<file path="src/rtl/rr_arbiter_8.sv">
// ----------------------------------------------------------------------------
// rr_arbiter_8
//
// Eight-way round-robin arbiter for one shared decoded resource. It grants a
// single requester at a time and presents the grant both as a one-hot vector
// and as an index/valid pair that can drive a decoder_3to8 directly. A grant
// is held while its owner keeps requesting, for at most MAX_HOLD cycles when
// other requesters are waiting. Between any two grants there is always one
// cycle with all outputs low, so two selects never overlap on the resource.
//
// Parameters
//   MAX_HOLD  maximum consecutive grant cycles under competition (2..256)
//
// Ports
//   clk       rising-edge clock
//   rst_n     asynchronous active-low reset
//   en        arbiter enable; low releases the current grant and blocks new ones
//   req[7:0]  level-sensitive request vector, bit i = requester i
//   gnt[7:0]  registered one-hot grant, or all zero
//   gnt_idx   registered index of the current or most recent owner
//   gnt_vld   registered, equal to |gnt
//
// state | meaning
// ------+-------------------------------------------------------------------
// IDLE  | no owner; grant the next requester found from ptr
// GRANT | gnt_idx owns the resource; hold_cnt counts cycles of ownership
// GAP   | one forced dead cycle after a release; may grant again from ptr
// ----------------------------------------------------------------------------
module rr_arbiter_8 #(
   parameter int MAX_HOLD = 16
) (
   input  logic       clk,
   input  logic       rst_n,
   input  logic       en,
   input  logic [7:0] req,
   output logic [7:0] gnt,
   output logic [2:0] gnt_idx,
   output logic       gnt_vld
);

   localparam int HW = (MAX_HOLD > 1) ? $clog2(MAX_HOLD) : 1;
   localparam logic [HW-1:0] HOLD_LAST = HW'(MAX_HOLD - 1);

   typedef enum logic [1:0] {
      IDLE  = 2'd0,
      GRANT = 2'd1,
      GAP   = 2'd2
   } state_t;

   state_t        state;
   state_t        state_nxt;
   logic [2:0]    ptr;
   logic [2:0]    ptr_nxt;
   logic [HW-1:0] hold_cnt;
   logic [HW-1:0] hold_nxt;
   logic [7:0]    gnt_nxt;
   logic [2:0]    idx_nxt;
   logic          vld_nxt;

   logic [2:0]    winner;
   logic [2:0]    cand;
   logic          found;
   logic          any_req;
   logic          own_req;
   logic          others_req;

   assign any_req    = |req;
   assign own_req    = req[gnt_idx];
   assign others_req = |(req & ~(8'b1 << gnt_idx));

   // Rotating search: first set request at or above ptr, wrapping 7 -> 0.
   always_comb begin
      winner = ptr;
      cand   = '0;
      found  = 1'b0;
      for (int i = 0; i < 8; i++) begin
         cand = ptr + 3'(i);
         if (!found && req[cand]) begin
            winner = cand;
            found  = 1'b1;
         end
      end
   end

   always_comb begin
      state_nxt = state;
      ptr_nxt   = ptr;
      hold_nxt  = hold_cnt;
      gnt_nxt   = gnt;
      idx_nxt   = gnt_idx;
      vld_nxt   = gnt_vld;

      case (state)
         IDLE, GAP: begin
            // IDLE and GAP arbitrate identically; GAP exists only so the
            // released owner's select is low for one full cycle.
            if (en && any_req) begin
               state_nxt = GRANT;
               idx_nxt   = winner;
               gnt_nxt   = 8'b1 << winner;
               vld_nxt   = 1'b1;
               hold_nxt  = '0;
            end else begin
               state_nxt = IDLE;
               gnt_nxt   = 8'h00;
               vld_nxt   = 1'b0;
            end
         end

         GRANT: begin
            if (!own_req || !en || (hold_cnt == HOLD_LAST && others_req)) begin
               state_nxt = GAP;
               gnt_nxt   = 8'h00;
               vld_nxt   = 1'b0;
               ptr_nxt   = gnt_idx + 3'd1;
            end else if (hold_cnt == HOLD_LAST) begin
               // Sole requester: keep the grant and restart the hold window.
               hold_nxt = '0;
            end else begin
               hold_nxt = hold_cnt + HW'(1);
            end
         end

         default: begin
            state_nxt = IDLE;
            gnt_nxt   = 8'h00;
            vld_nxt   = 1'b0;
         end
      endcase
   end

   always_ff @(posedge clk or negedge rst_n) begin
      if (!rst_n) begin
         state    <= IDLE;
         ptr      <= 3'd0;
         hold_cnt <= '0;
         gnt      <= 8'h00;
         gnt_idx  <= 3'd0;
         gnt_vld  <= 1'b0;
      end else begin
         state    <= state_nxt;
         ptr      <= ptr_nxt;
         hold_cnt <= hold_nxt;
         gnt      <= gnt_nxt;
         gnt_idx  <= idx_nxt;
         gnt_vld  <= vld_nxt;
      end
   end

endmodule

</file>
<file path="config.mk">
export PLATFORM = sky130hd
export DESIGN_NAME = rr_arbiter_8
export DESIGN_NICKNAME = d
export VERILOG_FILES = /design/src/rtl/rr_arbiter_8.sv
export SDC_FILE = /design/constraint.sdc
export NUM_CORES = 1
export LEC_CHECK = 0
export CORE_MARGIN = 3
export CORE_UTILIZATION = 35
export CTS_CLUSTER_SIZE = 16
export DETAILED_ROUTE_END_ITERATION = 8
export GPL_TIMING_DRIVEN = 0
export PLACE_DENSITY_LB_ADDON = 0.15
export SLEW_MARGIN = 40
export SYNTH_ARGS = -nofsm -noshare
export SYNTH_HDL_FRONTEND = slang
export SYNTH_SLANG_ARGS = --single-unit
export TNS_END_PERCENT = 30
</file>
<file path="constraint.sdc">
create_clock -name clk -period 4.1 [get_ports clk]
set_input_delay 0.41 -clock clk [delete_from_list [all_inputs] [get_ports clk]]
set_output_delay 0.41 -clock clk [all_outputs]
set_load 0.01 [all_outputs]
</file>
==> results.md, run 1 <==
Outcome:
- The flow ran to the end, and the final reports show no timing, DRC or antenna violations.

STA:
- The minimum period implied by the final worst setup slack is 3.75 ns.
- The slew at the pin closest to its max-slew limit is 0.644 ns.
- The number of pins with negative max-slew slack in the final report is 0.
- The final count of negative-setup-slack endpoints is 0.
- The relative slew slack is a little under three fifths.
- The number of hold violations in the final report is 0.
- The post-route clock period utilization is 91.4%.
- The summed negative setup slack over all endpoints is 0 ns.
- The maximum clock frequency is approximately 270 MHz.
- Setup repair after global routing left no endpoint under its margin.
- Final hold analysis gives a worst-case slack of between 0.08 and 0.09 ns.
- The setup skew after layout is 0.0103 ns.

Critical path:
- The worst path buffer plus inverter count is 3.
- The data required time of the worst path is 4.29 ns.
- The setup path with the least slack is of type flop to flop.
- Walking the worst path, the cells encountered are buf_2, inv_1, ha_1, buf_6, mux4_2, mux2_4, a2bb2oi_2, or3_4, o221ai_4, mux2i_2, a32o_1.
- In this run the number of cells on the critical path is 11.
- In this run the critical register-to-register path is launched from ptr[1]$_DFFE_PN0P_.
- The nature of the critical path startpoint is a flop.
- The largest incremental delay on the critical path is 0.58 ns.
- The kind of cell adding the most delay to the critical path is multiplexers.
- Among all stages on the critical path, the largest delay is contributed by mux4_2.
- In this run the worst path has a maximum fanout of 10.
- The endpoint class of the critical path is a flop.
- The worst path arrival time is 3.94 ns.
- The most critical setup path has its startpoint at ptr[1]$_DFFE_PN0P_.
- The count of cells along the worst register-to-register path is 11.

Synth:
- In this run, distinct cell masters in the synthesized netlist total 56.
- The gate count of the mapped netlist is just under 200.
- Ranked by total cell area, the synthesized netlist is headed by dfrtp_1, mux4_2, ha_1.
- Yosys printed 0 warnings.
- The number of flops mapped to enable cells by yosys is 0.
- In the synthesized netlist the dominant register cell turns out to be dfrtp_1.
- The cell accounting for the most synthesized area is dfrtp_1.
- After synthesis the cells add up to 1910 um2.
- The proportion of register bits with asynchronous set or reset after synthesis is 100%.
- The net count after synthesis is between 200 and 250.
- The average instance in the mapped netlist occupies 9.75 um2.
- After synthesis, flip-flops and latches occupy 26.2% of the total area.
- The proportion of netlist area held by the largest area contributor is about a quarter.
- The number of synthesized register bits is 20.

CTS:
- The count of clock tree sinks is 20.
- The total number of H-tree levels is 1.
- The clock slew seen by the registers of the worst setup and hold paths is 0.08 ns.
- The clock passes through at most 2 buffers.
- The clock tree from TritonCTS is done.
- Clock tree synthesis inserted a total of 3 buffers.
- Buffers added to address setup during post-CTS repair amount to 0.
- For the worst-skew pair, the clock arrives at the later sink with an insertion delay of between 0.2 and 0.3 ns.
- The root buffer cell is clkbuf_8.

Detailed routing:
- Signal routing reaches up to met4.
- The count of nets left with antenna violations once routing finished came out at 0.
- The first TritonRoute pass finished after 6 iterations.
- Using the TritonRoute via totals, the vias-per-cell ratio works out to 5.76.
- The met2 routed wirelength is 2.08 mm.
- The wire length on met1 is roughly 2.5 mm.
- The detailed-route DRC error count is 0.
- The number of design-rule violations left by the first detailed-router iteration is 220.
- The total routed wirelength is slightly below 5 mm.
- After detailed routing, the average wire length per cell comes to 16.6 um.
- The number of vias after detailed routing is 1682.
- Detailed routing placed a total of around 210 um of wire on met3.

Power:
- The power per unit of standard cell area is 919 nW/um2.
- Internal power comes to between 0.001 and 0.0015 W.
- The combinational share of power is 74.1%.
- The worst-case IR drop observed on VDD is 0.000421 V.
- The fraction of power spent switching nets is 48.0%.
- The part of the total power dissipated in sequential elements is between 10% and 20%.
- The clock network accounts for 9.3% of the total power.
- Summed over all cells, the static leakage comes to 0.919 nW.
- The switching power of the nets is 0.00101 W.

Worst hold path:
- The path category of the worst min-delay check is primary input to asynchronous set/reset pin.

Floorplanning:
- During I/O placement, the number of pins put on the boundary was 23.
- The effective utilization at floorplan is approximately 37%.
- Measured along the x axis, the die boundary spans 79.9 um.
- The chip height is 79.9 um.
- After floorplanning, the core was sized to cover 5200 um2.
- The die outline area is roughly 6400 um2.
- The number of placement rows is 26.

GRT:
- The number of global-route vias before repair is 1647.
- The sum of overflow across all layers after global routing is 0.
- The maximum number of pins on one net before global-route repair is 21.
- The overall track demand over capacity in global routing is 16.0%.
- The global-route wire length before repair is 8.21 mm.
- The number of antenna violations at the first check in global routing is 0.

Place:
- The number of placed instances, taps included, is about 290.
- The congestion estimate from routability-driven global placement came to 0.831.
- The number of port buffers is 22.
- The post-DP HPWL is 3.63 mm.

Final layout:
- The antenna diode count is 0.
- At the end of the flow, the number of nets in the layout was 243.
- Of the cells placed in the final design, the portion with a size suffix greater than 1 is around 14%.
- The layout overhead on the synthesized area is 19.8%.
- The filler-free cell count of the finished design is 292.

Run:
- Max-cap violations in this run came to 0.
## final cells by class
type	instances	area, um2
clock buffers	3	41.3
multi-input cells	156	1320
plain buffers	7	43.8
fillers	520	2920
well taps	70	87.6
repair buffers	22	215
flip-flops and latches	20	500
clock inverters	1	30.0
inverters	13	48.8
## state kept, by name (all words and copies together), names as in the netlist
name,flops
state,1
gnt_vld,1
ptr,3
hold_cnt,4
gnt,8
gnt_idx,3
## path summary, 6_finish.rpt
check,end,slack [ns]
worst max-delay path,gnt[5]$_DFFE_PN0P_,0.35
worst min-delay path,hold_cnt[1]$_DFFE_PN0P_,0.08
worst max register to register,gnt[5]$_DFFE_PN0P_,0.35
worst min register to register,hold_cnt[3]$_DFFE_PN0P_,0.47
max in group asynchronous,gnt[1]$_DFFE_PN0P_,3.70
min in group clk,hold_cnt[3]$_DFFE_PN0P_,0.47
## cells in the mapped netlist, drive strengths merged, types with 8 or more instances
master	count
dfrtp	20
o21ai	10
mux2i	10
nor2	14
inv	12
a32o	8
a21oi	10
mux4	12
nand2	18
ha	9
## power groups by stage
| stage | Clock [W] | Sequential, W | Combinational (W) |
|---|---|---|---|
| 3_5_place_dp | 0 | 0.000351 | 0.00154 |
| 6_report | 0.000197 | 0.000348 | 0.00156 |
| 2_1_floorplan | 0 | 0.000357 | 0.00114 |
| 4_1_cts | 0.000201 | 0.000348 | 0.00155 |
| 3_3_place_gp | 0 | 0.000352 | 0.00154 |
| 5_1_grt | 0.000209 | 0.000361 | 0.00173 |
## stage by stage
stage,area [um2],util (%),worst slack [ns],power (W)
3_3_place_gp,2220,42.6,0.327,0.00189
3_5_place_dp,2210,42.5,0.340,0.00189
5_1_grt,2290,44.0,0.0737,0.00231
4_1_cts,2280,43.9,0.312,0.00210
2_1_floorplan,1910,-,0.753,0.00150
6_report,2290,44.0,0.353,0.00210
## cells by family (layout without fill, tap and decap cells)
kind of cell,Yosys count,in the layout,share of synthesized area [%]
buf+inv,20,46,4.85
flops,20,20,26.2
fa+ha+maj,9,9,5.89
compound gates,57,57,23.4
xor+xnor,3,3,1.38
simple gates,61,61,16.1
mux,26,26,22.1
## cells in the final DEF, fill, tap and decap left out, types with 3 or more instances in the layout
master	instances
clkdlybuf4s50_1	21
a21o_1	3
clkbuf_1	3
inv_1	12
nor3_1	4
a21oi_1	10
o2bb2ai_1	3
nand2_1	18
dfrtp_1	20
mux4_2	12
a32o_1	8
nor2_1	14
nor2b_1	3
mux2i_1	8
and2_1	3
buf_2	3
ha_1	9
a221oi_1	3
o21ai_0	6
clkbuf_8	3
o21ai_1	4
mux2_2	3
nand2b_1	4
## repair_timing
action,CTS,global route
setup endpoints to repair,0,1
resized for setup,0,1
hold buffers,0,0
## per-layer routing
layer | up-vias | GRT usage [%]
met3 | 6 | 1.69
met5 | - | 0
met1 | 830 | 23.9
li1 | 809 | -
met4 | 0 | 5.07
met2 | 37 | 23.9
(Power assumes the default switching activity.)
==> inputs of run 2 (changes only) <==
- CAP_MARGIN: default -> 5
- RECOVER_POWER: default -> 50
==> results.md, run 2 (same netlist as run 1, synthesis figures left out) <==
Critical path:
- Data on the critical path arrives at its endpoint at 3.94 ns.
- The critical path class is flop to flop.
- Along the worst path, the maximum fanout reaches 10.
- The data required time of the worst path is 4.29 ns.
- STA classifies the critical path endpoint as a flop.
- The nature of the critical path startpoint is a flop.

Final layout:
- 0 antenna diodes ended up in the layout.
- The register with the most flip-flops in the layout has 8 of them.
- The library cells used most frequently in the layout, excluding fill and tap cells, are dfrtp_1, nand2_1, clkdlybuf4s50_1, nor2_1.
- The largest register by flop count is gnt.
- The commonest non-fill, non-tap cell in the layout is dfrtp_1.
- Relative to the synthesized area, the layout overhead comes to 19.7%.
- The final-layout fill cell count is just over 500.
- After the last flow step, the layout net total stands at 243.
- The footprint of the flip-flops and latches is 500 um2.
- The largest registers in the layout are gnt (8), hold_cnt (4).
- The total area of multi-input combinational cells is roughly 1300 um2.
- Cells with a size suffix above 1 make up 14.0% of the layout.
- For this run, the share of the core covered by cells in the final layout is 43.9%.

Power:
- The combinational share of power is 74.0%.
- The total internal power is ~0.0011 W.
- Registers are responsible for between 10% and 20% of the overall power.
- The fraction of power spent switching nets is about half.
- The worst IR drop on VDD is 0.000414 V.
- In this run the static leakage power is 0.936 nW.
- The portion of total power attributed to the clock network is 9.4%.
- The switching power of the nets is slightly above 0.001 W.
- The power per unit of standard cell area is 915 nW/um2.

CTS:
- The clock tree from TritonCTS is done.
- The total number of H-tree levels is 1.
- The clock drives 20 sinks.
- Once the clock tree was built, the resizer swapped 0 gates to a different size.
- The clock latency on the worst-skew pair is 0.26 ns.
- After clock tree synthesis, the setup repair step added 0 buffers.
- The clock passes through at most 2 buffers.
- The clock slew seen by the registers of the worst setup and hold paths is 0.08 ns.
- The count of hold-fix buffers inserted at cts is 0.
- In this run the clock root is driven by a clkbuf_8.
- TritonCTS created 3 clock buffers.

Floorplanning:
- From left edge to right edge, the die measures 79.9 um.
- The floorplan step defined a core boundary enclosing 5200 um2.
- Once the floorplan was initialized, standard cells occupied 36.7% of the core.
- The die covers 6380 um2.
- The number of placement rows is 26.
- From bottom edge to top edge, the die measures between 70 and 80 um.
- For this design the top-level I/O count stands at 23.

Place:
- The post-DP HPWL is about 3.6 mm.
- The number of port buffers is 22.
- The congestion estimate from routability-driven global placement came to approximately 0.83.

Detailed routing:
- The number of vias after detailed routing is 1684.
- The count of nets left with antenna violations once routing finished came out at 0.
- The final layout contains routed wiring with a total length of 4.86 mm.
- In the routed design, unresolved DRC markers number 0.
- The routed wire length per instance is ~17 um.
- Dividing the detail-routed via count by the number of cells gives 5.77.
- The number of design-rule violations left by the first detailed-router iteration is 220.
- The number of detailed-route iterations in the first pass is 4.

GRT:
- The global-route wire length before repair is 8.21 mm.
- The number of global-route vias before repair is approximately 1600.
- The global routing usage on met1 is 23.9%.
- The met3 capacity usage during global routing is 1.69%.
- In the global route stage, met2 resource usage came out at 23.9%.
- The layer carrying the most global-route usage is met2.
- The sum of overflow across all layers after global routing is 0.
- Across every metal layer, demand over resource in global routing totals 16.0%.
- The number of antenna violations at the first check in global routing is 0.
- The maximum number of pins on one net before global-route repair is 21.

STA:
- At the pin with the least slew margin, the transition time is 1.08 ns.
- The final count of negative-setup-slack endpoints is 0.
- For the final database, setup skew stands at 0.0103 ns.
- Headroom to the max-slew limit came out at 28.3%.
- Setup repair after global routing left no endpoint under its margin.
- The number of hold violations in the final report is 0.
- The worst path needs 3.75 ns of the cycle, external delays included.
- In the finished design, the share of the clock period the worst path needs comes to 91.4%.
- The number of pins with negative max-slew slack in the final report is 0.
- Setup total negative slack on the finished layout was measured at 0 ns.
- Timing would allow up to around 270 MHz.

Outcome:
- The flow ran to the end, and the final reports show no timing, DRC or antenna violations.

Run:
- The number of max-cap violations is 0.

Worst hold path:
- The worst hold path belongs to the class primary input to asynchronous set/reset pin.
[run 2: cell types whose count changed in the layout (fill, tap and decap cells not counted)]
| cell | before | now |
|---|---|---|
| dlygate4sd3_1 | 0 | 6 |
| buf_2 | 3 | 2 |
| clkbuf_1 | 3 | 4 |
| clkdlybuf4s50_1 | 21 | 15 |
[run 2: per-stage QoR]
| stage | power (W) | instances | hold WS [ns] | worst slack [ns] | area, um2 |
|---|---|---|---|---|---|
| 6_report | 0.00209 | 292 | 0.319 | 0.352 | 2290 |
| 5_1_grt | 0.00230 | 292 | 0.398 | 0.0737 | 2290 |
| 4_1_cts | 0.00210 | 292 | 0.0951 | 0.312 | 2280 |
| 3_5_place_dp | 0.00189 | 288 | 0.385 | 0.340 | 2210 |
| 3_3_place_gp | 0.00189 | 288 | 0.463 | 0.327 | 2220 |
| 2_1_floorplan | 0.00150 | 196 | 0.114 | 0.753 | 1910 |
[run 2: final cells by class]
type,instances,share of cell area [%]
Buffer,7,1.91
Clock buffer,3,1.81
Clock inverter,1,1.31
Inverter,13,2.13
Multi-Input combinational cell,156,57.8
Sequential cell,20,21.9
Tap cell,70,3.83
Timing Repair Buffer,22,9.35
[run 2: worst max-delay path: stages, from the launching register on]
cell and delay (ns):
dfrtp_1 0.43, buf_2 0.26, inv_1 0.16, ha_1 0.32, buf_6 0.15, mux4_2 0.58, mux2_4 0.33, a2bb2oi_2 0.16
or3_4 0.44, o221ai_4 0.25, mux2i_2 0.39, a32o_1 0.21
[run 2: per-layer routing]
layer,part of all wire [%],vias to the layer above,routed length (um)
met2,43,37,2070
li1,-,811,-
met1,52,830,2520
met5,0,-,0
met4,1.3,0,61
met3,4.2,6,205
[run 2: power groups by stage]
stage          combinational, W  clock (W)  sequential, W
6_report                0.00155   0.000197       0.000347
5_1_grt                 0.00173   0.000209       0.000360
4_1_cts                 0.00155   0.000201       0.000348
3_5_place_dp            0.00154          0       0.000351
3_3_place_gp            0.00154          0       0.000352
2_1_floorplan           0.00114          0       0.000357
[run 2: path summary, 6_finish.rpt]
| kind | start | to | slack (ns) | cells after the start |
|---|---|---|---|---|
| worst min register to register | hold_cnt[3]$_DFFE_PN0P_ | hold_cnt[3]$_DFFE_PN0P_ | 0.47 | 1 |
| worst max-delay path | ptr[1]$_DFFE_PN0P_ | gnt[5]$_DFFE_PN0P_ | 0.35 | 11 |
| min in group clk | hold_cnt[3]$_DFFE_PN0P_ | hold_cnt[3]$_DFFE_PN0P_ | 0.47 | 1 |
| max in group asynchronous | rst_n | gnt[1]$_DFFE_PN0P_ | 3.13 | 1 |
| worst max register to register | ptr[1]$_DFFE_PN0P_ | gnt[5]$_DFFE_PN0P_ | 0.35 | 11 |
| worst min-delay path | rst_n | hold_cnt[1]$_DFFE_PN0P_ | 0.32 | 1 |
